## config.mk

```make
export PLATFORM = sky130hd
export DESIGN_NAME = matrix_column_scanner
export DESIGN_NICKNAME = d
export VERILOG_FILES = /design/src/rtl/matrix_column_scanner_pkg.sv /design/src/rtl/matrix_column_scanner_scan_timer.sv /design/src/rtl/matrix_column_scanner.sv
export SDC_FILE = /design/constraint.sdc
export NUM_CORES = 1
export LEC_CHECK = 0
export CAP_MARGIN = 20
export CORE_ASPECT_RATIO = 0.75
export CORE_MARGIN = 4
export CORE_UTILIZATION = 46
export CTS_CLUSTER_DIAMETER = 40
export DETAILED_ROUTE_END_ITERATION = 8
export PLACE_DENSITY = 0.71
export SYNTH_ARGS = -nofsm -noshare
export SYNTH_HDL_FRONTEND = slang
export SYNTH_SLANG_ARGS = --single-unit
```

## constraint.sdc

```tcl
create_clock -name clk -period 2.4 [get_ports clk]
set_input_delay 0.72 -clock clk [delete_from_list [all_inputs] [get_ports clk]]
set_output_delay 0.72 -clock clk [all_outputs]
set_load 0.1 [all_outputs]
```

## src/rtl/matrix_column_scanner_pkg.sv

```systemverilog
// Shared types and constants for the 5x7 LED matrix column scanner.
package matrix_pkg;

   localparam int NUM_COLS = 5;
   localparam int NUM_ROWS = 7;
   localparam int IDX_W    = 3;

   typedef logic [NUM_ROWS-1:0] col_pattern_t;
   typedef col_pattern_t [NUM_COLS-1:0] frame_t;

   typedef enum logic [1:0] {
      IDLE  = 2'd0,
      BLANK = 2'd1,
      DRIVE = 2'd2
   } scan_state_t;

   localparam logic [NUM_COLS-1:0] COL_SEL_OFF = 5'b11111;
   localparam logic [IDX_W-1:0]    LAST_COL    = 3'd4;

   // Active-low one-cold column select for a column index; unknown indices select nothing.
   function automatic logic [NUM_COLS-1:0] col_sel_for(input logic [IDX_W-1:0] idx);
      logic [NUM_COLS-1:0] sel;
      case (idx)
         3'd0:    sel = 5'b11110;
         3'd1:    sel = 5'b11101;
         3'd2:    sel = 5'b11011;
         3'd3:    sel = 5'b10111;
         3'd4:    sel = 5'b01111;
         default: sel = COL_SEL_OFF;
      endcase
      return sel;
   endfunction

endpackage

```

## src/rtl/matrix_column_scanner_scan_timer.sv

```systemverilog
// Per-state slot counter. Counts cycles spent in the current scanner state and
// flags the last cycle of a blank phase and of a drive phase. The FSM clears it
// on every state change, so it never runs past SCAN_DIV-1.
module scan_timer #(
   parameter int SCAN_DIV     = 50000,
   parameter int BLANK_CYCLES = 16
) (
   input  logic clk,
   input  logic rst_n,
   input  logic clear,
   output logic blank_end,
   output logic slot_end
);

   localparam int CNT_W = $clog2(SCAN_DIV);
   localparam logic [CNT_W-1:0] BLANK_LAST = CNT_W'(BLANK_CYCLES - 1);
   localparam logic [CNT_W-1:0] DRIVE_LAST = CNT_W'(SCAN_DIV - BLANK_CYCLES - 1);
   localparam logic [CNT_W-1:0] CNT_MAX    = CNT_W'(SCAN_DIV - 1);

   logic [CNT_W-1:0] cnt_q;
   logic [CNT_W-1:0] cnt_d;

   // Next count: clear on request, otherwise increment with a hard ceiling.
   always_comb begin
      cnt_d = cnt_q;
      if (clear) begin
         cnt_d = '0;
      end else if (cnt_q == CNT_MAX) begin
         cnt_d = '0;
      end else begin
         cnt_d = cnt_q + CNT_W'(1);
      end
   end

   // Counter register with synchronous active-low reset.
   always_ff @(posedge clk) begin
      if (!rst_n) begin
         cnt_q <= '0;
      end else begin
         cnt_q <= cnt_d;
      end
   end

   assign blank_end = (cnt_q == BLANK_LAST);
   assign slot_end  = (cnt_q == DRIVE_LAST);

endmodule

```

## src/rtl/matrix_column_scanner.sv

```systemverilog
// Multiplexes five 7-bit column patterns onto a 5x7 LED matrix, one column at a
// time, with a blank gap before each column. New patterns land in a shadow
// buffer and are copied to the displayed buffer only at the start of a frame.
module matrix_column_scanner
   import matrix_pkg::*;
#(
   parameter int SCAN_DIV     = 50000,
   parameter int BLANK_CYCLES = 16
) (
   input  logic                clk,
   input  logic                rst_n,
   input  logic                enable,
   input  logic                load,
   input  logic [NUM_ROWS-1:0] col1_in,
   input  logic [NUM_ROWS-1:0] col2_in,
   input  logic [NUM_ROWS-1:0] col3_in,
   input  logic [NUM_ROWS-1:0] col4_in,
   input  logic [NUM_ROWS-1:0] col5_in,
   output logic [NUM_ROWS-1:0] row_out,
   output logic [NUM_COLS-1:0] col_sel,
   output logic                frame_done,
   output logic                pending
);

   scan_state_t         state_q, state_d;
   logic [IDX_W-1:0]    idx_q, idx_d;
   frame_t              shadow_q, shadow_d;
   frame_t              active_q, active_d;
   logic                pending_q, pending_d;
   col_pattern_t        row_q, row_d;
   logic [NUM_COLS-1:0] col_sel_q, col_sel_d;
   logic                frame_done_q, frame_done_d;

   frame_t col_in_s;
   logic   swap_s;
   logic   timer_clear_s;
   logic   blank_end_s;
   logic   slot_end_s;

   assign col_in_s = {col5_in, col4_in, col3_in, col2_in, col1_in};

   scan_timer #(
      .SCAN_DIV     (SCAN_DIV),
      .BLANK_CYCLES (BLANK_CYCLES)
   ) u_scan_timer (
      .clk       (clk),
      .rst_n     (rst_n),
      .clear     (timer_clear_s),
      .blank_end (blank_end_s),
      .slot_end  (slot_end_s)
   );

   // Scan FSM next state: column stepping, frame wrap and the buffer swap point.
   always_comb begin
      state_d      = state_q;
      idx_d        = idx_q;
      swap_s       = 1'b0;
      frame_done_d = 1'b0;
      if (!enable) begin
         state_d = IDLE;
         idx_d   = '0;
      end else begin
         case (state_q)
            IDLE: begin
               state_d = BLANK;
               idx_d   = '0;
               swap_s  = 1'b1;
            end
            BLANK: begin
               if (blank_end_s) begin
                  state_d = DRIVE;
               end else begin
                  state_d = BLANK;
               end
            end
            DRIVE: begin
               if (slot_end_s) begin
                  state_d = BLANK;
                  if (idx_q == LAST_COL) begin
                     idx_d        = '0;
                     swap_s       = 1'b1;
                     frame_done_d = 1'b1;
                  end else begin
                     idx_d = idx_q + 3'd1;
                  end
               end else begin
                  state_d = DRIVE;
               end
            end
            default: begin
               state_d = IDLE;
               idx_d   = '0;
            end
         endcase
      end
      timer_clear_s = (state_d != state_q) || (state_q == IDLE);
   end

   // Double buffer: shadow captures loads; active changes only at the swap,
   // taking the load inputs directly when a load coincides with the swap.
   always_comb begin
      shadow_d  = shadow_q;
      active_d  = active_q;
      pending_d = pending_q;
      if (load) begin
         shadow_d = col_in_s;
      end else begin
         shadow_d = shadow_q;
      end
      if (swap_s) begin
         active_d  = load ? col_in_s : shadow_q;
         pending_d = 1'b0;
      end else if (load) begin
         pending_d = 1'b1;
      end else begin
         pending_d = pending_q;
      end
   end

   // Output drive computed from the upcoming state so the pins update with it.
   always_comb begin
      row_d     = '0;
      col_sel_d = COL_SEL_OFF;
      if (state_d == DRIVE) begin
         row_d     = active_d[idx_d];
         col_sel_d = col_sel_for(idx_d);
      end else begin
         row_d     = '0;
         col_sel_d = COL_SEL_OFF;
      end
   end

   // State, buffer and output registers with synchronous active-low reset.
   always_ff @(posedge clk) begin
      if (!rst_n) begin
         state_q      <= IDLE;
         idx_q        <= '0;
         shadow_q     <= '0;
         active_q     <= '0;
         pending_q    <= 1'b0;
         row_q        <= '0;
         col_sel_q    <= COL_SEL_OFF;
         frame_done_q <= 1'b0;
      end else begin
         state_q      <= state_d;
         idx_q        <= idx_d;
         shadow_q     <= shadow_d;
         active_q     <= active_d;
         pending_q    <= pending_d;
         row_q        <= row_d;
         col_sel_q    <= col_sel_d;
         frame_done_q <= frame_done_d;
      end
   end

   assign row_out    = row_q;
   assign col_sel    = col_sel_q;
   assign frame_done = frame_done_q;
   assign pending    = pending_q;

endmodule

```

==> flow_metrics.py, run 1 <==
metrics = {
    "timing": {
        "hold_viol": 0,
        "holdWs_ps": 488,
        "fin_crit_sh_pct": 99.9,
        "worst_slack_ps": 2.29,
        "worstMarginPinSlew_ps": 761,
        "clock_skew_ps": 6.01,
        "finalSetupTns_ps": 0,
        "rsz0062_at_grt": "yes",
        "period_minus_slack_ps": 2400,
        "slew_violations": 0,
        "slew_headroom_pct": 49.3,
        "setup-violations-final": 0,
        "fmaxAchievable_mhz": 417,
    },
    "layout": {
        "nets": 608,
        "num_antenna_cells": 0,
        "final_area_um2": 5930,
        "drive_gt1_share_pct": 24.0,
        "multi_input_area_um2": 2280,
        "layout.area.seq_um2": 2100,
        "final_util_pct": 65.0,
        "syn2layout_area_growth_pct": 36.7,
        "layout.cells.non_filler": 695,
        "nFillCells": 728,
    },
    "synth": {
        "synthCells": 469,
        "synth_area_um2": 4340,
        "yosys_warnings": 0,
        "synthFlopType": "dfxtp_1",
        "synth_compound_area_share_pct": 11.7,
        "avgSynthCellArea_um2": 9.25,
        "synthDistinctLibCells": 52,
        "async_flop_share_pct": 0,
        "synth-simple-area-share_pct": 19.7,
        "syn_nets": 515,
        "synth_mux_area_share_pct": 11.2,
        "synth_edf_count": 0,
        "yosys.area_share.adder_pct": 2.02,
        "yosysSeqAreaShare_pct": 48.4,
        "synth_top_family_by_area": "simple AND/OR/NAND/NOR gates",
        "synthXorXnorAreaFrac_pct": 3.03,
        "ys_ff_latch": 105,
    },
    "floorplanning": {
        "dieHeight_um": 92.1,
        "die_area_um2": 11100,
        "die_w_um": 120,
        "start_util_pct": 47.6,
        "core-area_um2": 9120,
        "rows": 30,
        "io_pins": 53,
    },
    "power_and_ir_drop": {
        "pwr-share-clk_pct": 44.0,
        "p_per_area_nw_per_um2": 684,
        "power_mw": 4.06,
        "power_frac_comb_pct": 10.0,
        "power.share.switching_pct": 22.1,
        "internal-power_mw": 3.16,
        "p_switching_uw": 895,
        "leakage_nw": 2.45,
        "vdd_ir_drop_max_uv": 476,
        "power_frac_seq_pct": 46.0,
    },
    "place": {
        "gp_congestion": 0.912,
        "numPortBuffers": 52,
        "dpl-instance-area_um2": 5340,
        "placement.setup.worst_slack_ps": -600,
        "dpl.cell_count": 678,
        "dp.final_hpwl_um": 7410,
    },
    "drt": {
        "wl_per_cell_um": 15.0,
        "num_vias": 3583,
        "wl_um": 10500,
        "ant_nets": 0,
        "vias_per_cell": 5.16,
        "drcViolationCount": 0,
        "drt_first_pass_iters": 4,
        "drt_iter0_markers": 204,
    },
    "global_route": {
        "grt_pass1_vias": 3518,
        "grt_pass1_wl_um": 17400,
        "grt_max_degree": 75,
        "gr-usage-all-layers_pct": 19.4,
        "grt_overflow": 0,
        "antenna_found_initial": 0,
    },
    "setup_path": {
        "critical_path_buf_inv_count": 1,
        "max_stage_delay_ps": 590,
        "slowest_stage": "or4_4",
        "cp_top_family": "simple AND/OR/NAND/NOR gates",
        "start_kind": "register",
        "path_cells": "inv_1 > ha_1 > and3_2 > nor2_1 > and3_4 > nor3_4 > or4_4 > a211oi_2 > a211o_1",
        "setup.worst_path.class": "register to register",
        "required_ps": 2690,
        "cp.arrival_ps": 2690,
        "worstPathMaxFanout": 7,
        "endpoint_kind": "register",
    },
    "cts": {
        "numCtsBuffers": 9,
        "cts_root_buf": "clkbuf_16",
        "cts_tree": "yes",
        "clk_latency_ps": 340,
        "clkTransAtPathRegs_ps": 70,
        "ctsHtreeMaxLevel": 3,
        "clkSinkCount": 105,
        "clock_path_buffers": 2,
    },
    "job": {
        "maxCapViolations": 0,
    },
    "run_status": {
        "outcome": "finished clean",
    },
    "worst_hold_path": {
        "hold_class": "register to register",
    },
}
[Yosys cell counts, drive strengths merged, types with 3 or more instances]
cell type,number,area [µm²]
dfxtp,105,2100
nor2,102,383
mux2i,44,440
a211oi,34,255
nand2,28,105
buf,18,85.1
clkbuf,14,52.6
o21ai,11,55.1
inv,9,33.8
nand3,9,50.1
nor3,9,45.0
and3,8,50.1
xor2,8,70.1
ha,7,87.6
nor4,7,58.8
xnor2,7,61.3
a211o,4,35.0
mux2,4,45.0
nor2b,4,25.0
and2,3,18.8
nand4,3,25.0
[worst reg2reg max path: cells and delay by family (launching register included)]
kind / cells / cell delay (ps)
fa+ha+maj: 1 / 320
buf+inv: 1 / 70
flops: 1 / 330
simple gates: 5 / 1250
compound gates: 2 / 380
[cell families (layout without fill, tap and decap cells)]
kind of cell,after synthesis,count (layout)
AO/OA/AOI/OAI,68,68
XOR/XNOR,15,15
adder cells (fa/ha/maj),7,7
buffers and inverters,41,139
flip-flops,105,105
multiplexers,48,48
AND/OR/NAND/NOR,185,185
[metal layers]
layer  track usage (%)  vias to the layer above  share of wire [%]
met5                 0                        -                  0
met4              6.39                        0               0.69
li1                  -                     1822                  -
met3              5.18                        8                4.5
met2              30.0                       71                 46
met1              26.4                     1682                 49
[repair_timing]
item	4_1_cts	5_1_grt
resized for setup	11	36
buffers inserted	0	1
hold buffers	0	0
endpoints found under the hold margin	0	0
cloned	0	0
endpoints found under the setup margin	26	25
pin swaps	0	14
[power groups by stage]
stage	Clock (mW)	Combinational [mW]	Sequential, mW
finish	1.79	0.407	1.86
global route	1.88	0.446	1.87
CTS	1.82	0.393	1.86
detailed placement	0	0.388	1.90
global placement	0	0.378	1.90
floorplan	0	0.215	1.90
[cell type report]
type	count	share of cell area, %
clock inverters	6	2.32
repair buffers	114	16.7
multi-input cells	323	38.4
flip-flops and latches	105	35.5
inverters	9	0.569
well taps	128	2.70
clock buffers	10	3.86
[registers in the layout (all words and copies together) (netlist names)]
signal              count
active_q               35
shadow_q               35
u_scan_timer.cnt_q     16
row_out                 7
col_sel                 5
idx_q                   3
state_q                 2
frame_done              1
pending                 1
[placed cells by master, fill, tap and decap left out, drive strengths merged, types with 4 or more instances in the layout]
master | netlist | routed
mux2 | 4 | 4
o21ai | 11 | 11
xor2 | 8 | 8
bufinv | 0 | 4
clkdlybuf4s50 | 0 | 36
dfxtp | 105 | 105
nand2 | 28 | 28
mux2i | 44 | 44
clkbuf | 14 | 10
nor2 | 102 | 102
inv | 9 | 11
a211oi | 34 | 34
a211o | 4 | 4
and3 | 8 | 8
buf | 18 | 77
nand3 | 9 | 9
nor4 | 7 | 7
ha | 7 | 7
nor2b | 4 | 4
nor3 | 9 | 9
xnor2 | 7 | 7
[worst paths after layout]
path / from / end / slack [ps] / cells after the start
worst max-delay path: state_q[0]$_SDFF_PN0_ / row_out[4]$_SDFF_PN0_ / 2 / 9
worst min-delay path: shadow_q[31]$_SDFF_PN0_ / shadow_q[31]$_SDFF_PN0_ / 490 / 2
worst max register to register: state_q[0]$_SDFF_PN0_ / row_out[4]$_SDFF_PN0_ / 2 / 9
worst min register to register: shadow_q[31]$_SDFF_PN0_ / shadow_q[31]$_SDFF_PN0_ / 490 / 2
Note: power is estimated with default switching activity, not from simulation.
==> run 2, diff against run 1 <==
--- a/constraint.sdc
+++ b/constraint.sdc
@@ -3,2 +3,2 @@
 set_output_delay 0.72 -clock clk [all_outputs]
-set_load 0.1 [all_outputs]
+set_load 0.005 [all_outputs]
==> flow_metrics.py, run 2 (synthesized netlist as in run 1, its figures left out) <==
metrics = {
    "power_and_ir_drop": {
        "pwr-share-clk_pct": 41.5,
        "p_per_area_nw_per_um2": 655,
        "power_frac_comb_pct": 10.4,
        "internal-power_mw": 3.03,
        "power.share.switching_pct": 21.7,
        "power_frac_seq_pct": 48.1,
        "p_switching_uw": 839,
        "vdd_ir_drop_max_uv": 489,
        "leakage_nw": 2.41,
    },
    "timing": {
        "holdWs_ps": 497,
        "worstMarginPinSlew_ps": 742,
        "fmaxAchievable_mhz": 429,
        "slew_headroom_pct": 50.5,
        "fin_crit_sh_pct": 97.1,
        "hold_viol": 0,
        "slew_violations": 0,
        "clock_skew_ps": 8.74,
        "period_minus_slack_ps": 2330,
        "setup-violations-final": 0,
    },
    "floorplanning": {
        "dieHeight_um": 92.1,
        "die_area_um2": 11100,
        "start_util_pct": 47.6,
        "core-area_um2": 9120,
        "io_pins": 53,
        "rows": 30,
        "die_w_um": 120,
    },
    "worst_hold_path": {
        "hold_class": "register to register",
        "min_path_cells": 2,
        "hold_end": "shadow_q[20]$_SDFF_PN0_",
        "hp-start": "shadow_q[20]$_SDFF_PN0_",
    },
    "drt": {
        "drcViolationCount": 0,
        "wl_per_cell_um": 15.2,
        "wl_um": 10600,
        "drt_iter0_markers": 231,
        "drt_first_pass_iters": 5,
        "num_vias": 3596,
        "vias_per_cell": 5.20,
        "ant_nets": 0,
    },
    "setup_path": {
        "r2r_end": "row_out[2]$_SDFF_PN0_",
        "r2r-start": "u_scan_timer.cnt_q[15]$_SDFF_PP0_",
        "setup.worst_path.class": "register to register",
        "worstPathMaxFanout": 6,
        "start_kind": "register",
        "cp.arrival_ps": 2630,
        "endpoint_kind": "register",
        "required_ps": 2700,
        "r2r_slack_ps": 70,
        "rr_worst_depth": 8,
    },
    "layout": {
        "layout.cells.non_filler": 692,
        "final_area_um2": 5910,
        "most-common-layout-cells": "102 x nor2_1, 102 x dfxtp_1, 54 x buf_4",
        "nets": 608,
        "syn2layout_area_growth_pct": 36.1,
        "drive_gt1_share_pct": 20.2,
        "top_regs": "active_q: 35 flops, shadow_q: 35 flops, u_scan_timer.cnt_q: 16 flops",
        "num_antenna_cells": 0,
    },
    "place": {
        "dpl.cell_count": 677,
        "gp_congestion": 0.916,
        "dpl-instance-area_um2": 5380,
        "dp.final_hpwl_um": 7440,
        "numPortBuffers": 52,
    },
    "cts": {
        "clkSinkCount": 105,
        "clk_latency_ps": 350,
        "numCtsBuffers": 9,
        "clkTransAtPathRegs_ps": 70,
        "clock_path_buffers": 2,
        "ctsHtreeMaxLevel": 3,
        "cts_root_buf": "clkbuf_16",
        "cts_tree": "yes",
    },
    "global_route": {
        "grt_pass1_wl_um": 17100,
        "antenna_found_initial": 0,
        "grt_max_degree": 75,
        "grt_pass1_vias": 3481,
        "grt_overflow": 0,
        "gr-usage-all-layers_pct": 19.3,
    },
    "job": {
        "maxCapViolations": 0,
    },
    "run_status": {
        "outcome": "finished clean",
    },
}
[run 2: cell type report]
cell class | instances | area, µm²
repair buffers | 114 | 1050
clock inverters | 4 | 95.1
fillers | 750 | 3210
multi-input cells | 323 | 2240
flip-flops and latches | 105 | 2110
inverters | 9 | 33.8
well taps | 128 | 160
clock buffers | 9 | 225
[run 2: through the flow]
stage	util, %	setup WS (ps)	power [mW]	TNS, ps
detailed placement	59.0	-567	2.28	-7620
floorplan	-	25.4	2.10	0
global placement	59.0	-530	2.27	-6490
finish	64.8	69.9	3.87	0
global route	64.8	-21.3	4.01	-63.8
CTS	62.9	1.82	3.88	0
[run 2: routing by layer]
layer,wire length (µm),GRT usage (%)
met2,4850,30.0
met1,5080,26.5
met5,0,0
met4,56,5.62
met3,560,5.12
[run 2: worst max-delay path, stage by stage (launching register included)]
cell      delay [ps]
dfxtp_1          410
nand4_4          150
nor4_4           350
buf_4            180
mux2i_1          170
nor2_1            70
or4_4            600
a211oi_1         210
a211o_1          130
[run 2: worst max-delay path by stage]
stage                                           start                    end  slack, ps  cells after the start
global route         u_scan_timer.cnt_q[0]$_SDFF_PP0_  row_out[6]$_SDFF_PN0_        -20                      9
floorplan                       state_q[0]$_SDFF_PN0_  row_out[6]$_SDFF_PN0_         30                     10
detailed placement                             enable  row_out[6]$_SDFF_PN0_       -570                      8
global placement                               enable  row_out[6]$_SDFF_PN0_       -530                      8
finish              u_scan_timer.cnt_q[15]$_SDFF_PP0_  row_out[2]$_SDFF_PN0_         70                      8
CTS                  u_scan_timer.cnt_q[1]$_SDFF_PP0_  row_out[3]$_SDFF_PN0_          2                     10
[run 2: repair_timing]
item	CTS	global route
setup buffers	1	1
endpoints found under the hold margin	0	0
gates resized for setup	8	31
hold buffers	0	0
endpoints found under the setup margin	9	23
pin swaps	2	8
[run 2: power groups by stage]
stage                     clock, mW  combinational [mW]  sequential, mW
after floorplan                   0               0.215            1.89
after global placement            0               0.373            1.90
after detailed placement          0               0.384            1.90
after CTS                      1.63               0.392            1.86
after global routing           1.70               0.442            1.87
final                          1.61               0.403            1.86
